--- src/rtl/nibble_serial_add_ctrl.sv ---
// Nibble-serial adder controller: feeds one 4-bit slice per cycle to an external
// 4-bit adder, LSB first, and assembles the registered W-bit sum and final carry.
module nibble_serial_add_ctrl #(
  parameter int unsigned NIBBLES = 4
) (
  input  logic                 clk,
  input  logic                 rst,
  input  logic                 start,
  input  logic [4*NIBBLES-1:0] a,
  input  logic [4*NIBBLES-1:0] b,
  input  logic                 cin,
  output logic                 busy,
  output logic                 done,
  output logic [4*NIBBLES-1:0] sum,
  output logic                 cout,
  output logic [3:0]           add_x,
  output logic [3:0]           add_y,
  output logic                 add_z,
  input  logic [3:0]           add_s,
  input  logic                 add_c
);

  localparam int unsigned W    = 4 * NIBBLES;
  localparam int unsigned IdxW = $clog2(NIBBLES);

  typedef enum logic [1:0] {StIdle, StRun, StDone} state_e;

  state_e            state_q, state_d;
  logic [IdxW-1:0]   idx_q, idx_d;
  logic              cr_q, cr_d;
  logic [W-1:0]      a_q, a_d;
  logic [W-1:0]      b_q, b_d;
  logic [W-1:0]      sum_q, sum_d;
  logic              cout_q, cout_d;
  logic              last_slice;

  assign last_slice = (idx_q == IdxW'(NIBBLES - 1));

  always_ff @(posedge clk or posedge rst) begin
    if (rst) begin
      state_q <= StIdle;
      idx_q   <= '0;
      cr_q    <= 1'b0;
      a_q     <= '0;
      b_q     <= '0;
      sum_q   <= '0;
      cout_q  <= 1'b0;
    end else begin
      state_q <= state_d;
      idx_q   <= idx_d;
      cr_q    <= cr_d;
      a_q     <= a_d;
      b_q     <= b_d;
      sum_q   <= sum_d;
      cout_q  <= cout_d;
    end
  end

  always_comb begin
    state_d = state_q;
    idx_d   = idx_q;
    cr_d    = cr_q;
    a_d     = a_q;
    b_d     = b_q;
    sum_d   = sum_q;
    cout_d  = cout_q;
    case (state_q)
      StIdle: begin
        if (start) begin
          a_d     = a;
          b_d     = b;
          cr_d    = cin;
          idx_d   = '0;
          sum_d   = '0;
          cout_d  = 1'b0;
          state_d = StRun;
        end
      end
      StRun: begin
        sum_d[4*idx_q +: 4] = add_s;
        cr_d                = add_c;
        if (last_slice) begin
          cout_d  = add_c;
          // Explicit clear so non-power-of-two NIBBLES never leaves idx out of range.
          idx_d   = '0;
          state_d = StDone;
        end else begin
          idx_d = idx_q + 1'b1;
        end
      end
      StDone: begin
        state_d = StIdle;
      end
      default: begin
        state_d = StIdle;
      end
    endcase
  end

  // Outputs decode straight from registered state, so reset clears them without a clock.
  assign busy  = (state_q == StRun);
  assign done  = (state_q == StDone);
  assign sum   = sum_q;
  assign cout  = cout_q;
  assign add_x = busy ? a_q[4*idx_q +: 4] : 4'h0;
  assign add_y = busy ? b_q[4*idx_q +: 4] : 4'h0;
  assign add_z = busy ? cr_q : 1'b0;

endmodule

--- config.mk ---
export PLATFORM = sky130hd
export DESIGN_NAME = nibble_serial_add_ctrl
export DESIGN_NICKNAME = d
export VERILOG_FILES = /design/src/rtl/nibble_serial_add_ctrl.sv
export SDC_FILE = /design/constraint.sdc
export NUM_CORES = 1
export LEC_CHECK = 0
export BUFFER_PORTS_ARGS = -buffer_cell sky130_fd_sc_hd__clkbuf_2
export CAP_MARGIN = 5
export CORE_ASPECT_RATIO = 0.6
export CORE_UTILIZATION = 45
export DETAILED_ROUTE_END_ITERATION = 6
export PLACE_DENSITY = 0.73
export REMOVE_ABC_BUFFERS = 1
export SLEW_MARGIN = 20
export SYNTH_ARGS = -nofsm -noshare
export SYNTH_HDL_FRONTEND = slang
export SYNTH_SLANG_ARGS = --single-unit
--- constraint.sdc ---
create_clock -name clk -period 1.9 [get_ports clk]
set_clock_uncertainty 0.05 [all_clocks]
set_input_delay 0.285 -clock clk [delete_from_list [all_inputs] [get_ports clk]]
set_output_delay 0.285 -clock clk [all_outputs]
set_load 0.005 [all_outputs]
==> flow_summary.ini <==
[cts]
htree_levels = 2
clk_pin_slew_ns = 0.09
tritoncts.num_buffers = 5
cts_tree = built
cts-root-buf = clkbuf_8
cts_num_sinks = 54
clock_path_buffers = 2
clock_latency_ns = 0.30

[global_route]
grt_use_total_pct = 18.8
antenna_found_initial = 0
first_global_vias = 1708
grt_max_degree = 37
grt_pass1_wl_mm = 8.27
grt.overflow.total = 0

[routing]
post_drt_wl_per_cell_um = 15.8
detail_route.iter0.violations = 93
vias = 1651
antenna_left = 0
routed_wl_mm = 5.04
viasPerCell = 5.19
firstDrtPassIters = 4
drc_errors = 0

[yosys]
mappedNetlistArea_um2 = 2530
syn-instance-count = 172
syn_area_per_cell_um2 = 14.7
yosysWarnings = 0
ys_seq_area_share_pct = 53.4
synth.distinct_cells = 30
ys_ff_latch = 54

[floorplanning]
io_pins = 69
die_area_um2 = 5940
coreArea_um2 = 5230
die_y_um = 60.1
row_count = 20
initial_core_util_pct = 48.4
dieWidth_um = 98.8

[timing]
worst_slew_pin_slew_ns = 0.543
setup_violations = 8
rsz0062_at_grt = yes
hold_violations = 0
maxSlewViolCount = 0
setup_ws_ns = -0.0796
fin_crit_ns = 1.98
hold-worst-slack_ns = 0.146
period_share_pct = 104
timing.fmax_ghz = 0.505
slew_headroom_pct = 63.8

[placement]
dp_hpwl_mm = 3.66
dp_cells = 307
gp_congestion = 0.730
portBuffers = 68

[pwr]
vdd_drop_max_mv = 0.678
powerDensity_nw_per_um2 = 1590
power.leakage_nw = 1.51

[critical_path]
crit_arrival_ns = 1.64
critPathCaptureType = output port
crit_required_ns = 1.56
cp_max_fo = 8
cp-start-kind = flop
crit_type = flop to output port

[finish]
drive_gt1_share_pct = 55.2
area_growth_syn_to_layout_pct = 22.9
instances_no_fill = 318
layout_common_cells = 68 x clkbuf_2, 54 x dfrtp_1, 23 x mux2_2
final_common_cell = clkbuf_2
seq_area_um2 = 1350
final_nets = 298
diodes = 0
nFillCells = 425
multi_input_comb_area_um2 = 1100

[run_status]
violations = setup timing
status = finished, violations left

[flow_run]
maxCapViolations = 0

[worst_hold_path]
holdCritPathClass = primary input to flop
[registers in the layout, indices dropped and copies added, names as in the netlist]
| signal | cells |
|---|---|
| state_q | 2 |
| b_q | 16 |
| a_q | 16 |
| sum | 16 |
| cr_q | 1 |
| cout | 1 |
| idx_q | 2 |
[worst max-delay path, stage by stage (launching register included)]
cell      delay [ns]
dfrtp_1         0.42
buf_12          0.15
mux4_2          0.51
and2_4          0.17
clkbuf_2        0.10
[metrics by stage]
stage,setup slack [ns],utilization [%],TNS [ns],area [um^2],total power [mW]
floorplan,-0.266,-,-8.90,2450,3.42
global placement,0.252,57.2,0,2990,4.18
detailed placement,0.230,57.2,0,2990,4.25
CTS,-0.0878,59.2,-0.569,3100,4.90
global route,-0.136,59.5,-1.01,3110,5.28
finish,-0.0796,59.5,-0.472,3110,4.94
[repair_timing]
| item | CTS | global route |
|---|---|---|
| hold endpoints to repair | 23 | 0 |
| pin swaps | 0 | 1 |
| hold buffers | 1 | 0 |
| buffers inserted | 2 | 0 |
| gates cloned | 0 | 1 |
| setup endpoints to repair | 9 | 9 |
| gates resized for setup | 1 | 4 |
[routing by layer]
metal / track usage [%] / part of all wire, % / wire [um] / up-vias
li1: - / - / - / 779
met1: 26.3 / 50 / 2500 / 816
met2: 27.9 / 43 / 2160 / 52
met3: 6.43 / 6.9 / 347 / 4
met4: 5.54 / 0.54 / 27 / 0
met5: 0 / 0 / 0 / -
[synth_stat cells (all sizes together)]
library cell	instances	area, um^2
and2	11	68.8
nand2	9	33.8
mux2	33	402
o31ai	2	15.0
nor4b	1	15.0
inv	4	15.0
o22ai	1	6.26
mux2i	1	10.0
dfrtp	54	1350
mux4	8	180
nor3b	1	18.8
ha	5	62.6
nand3	4	20.0
nand2b	3	26.3
o21ai	4	20.0
a22o	12	105
or3	1	6.26
and4bb	1	12.5
clkbuf	1	3.75
buf	8	73.8
a21o	3	22.5
nor2b	1	6.26
a221o	1	10.0
nor4	2	42.5
nor2	1	3.75
[logic make-up (layout without fill, tap and decap cells)]
kind of cell             after synthesis  in the layout  share of synthesized area, %
AND/OR/NAND/NOR                       35             35                          10.0
flip-flops                            54             54                          53.4
multiplexers                          42             42                          23.4
buffers and inverters                 13             93                          3.66
adder cells (fa/ha/maj)                5              5                          2.47
AO/OA/AOI/OAI                         23             23                          7.07
[cell type report]
cell class,instances,area share (%)
inverters,4,0.603
well taps,66,2.65
clock inverters,2,0.322
multi-input cells,105,35.3
repair inverters,1,0.161
flip-flops and latches,54,43.4
clock buffers,5,2.21
repair buffers,81,15.4
[power by group]
part / total, mW / leakage (nW) / internal, mW / switching, mW
clock: 0.602 / 0.0438 / 0.248 / 0.353
combinational: 2.42 / 0.800 / 1.41 / 1.02
sequential: 1.92 / 0.671 / 1.64 / 0.275
[final timing paths]
kind	start	end	cells past startpoint	slack [ns]
max	idx_q[0]	add_x[0]	4	-0.08
min	a[6]	a_q[6]	2	0.15
max reg2reg	idx_q[0]	cout	6	0.15
min reg2reg	b_q[8]	b_q[8]	1	0.45
max in group asynchronous	rst	b_q[5]	4	0.74
min in group asynchronous	rst	state_q[1]	3	0.52
Note: power is estimated with default switching activity, not from simulation.
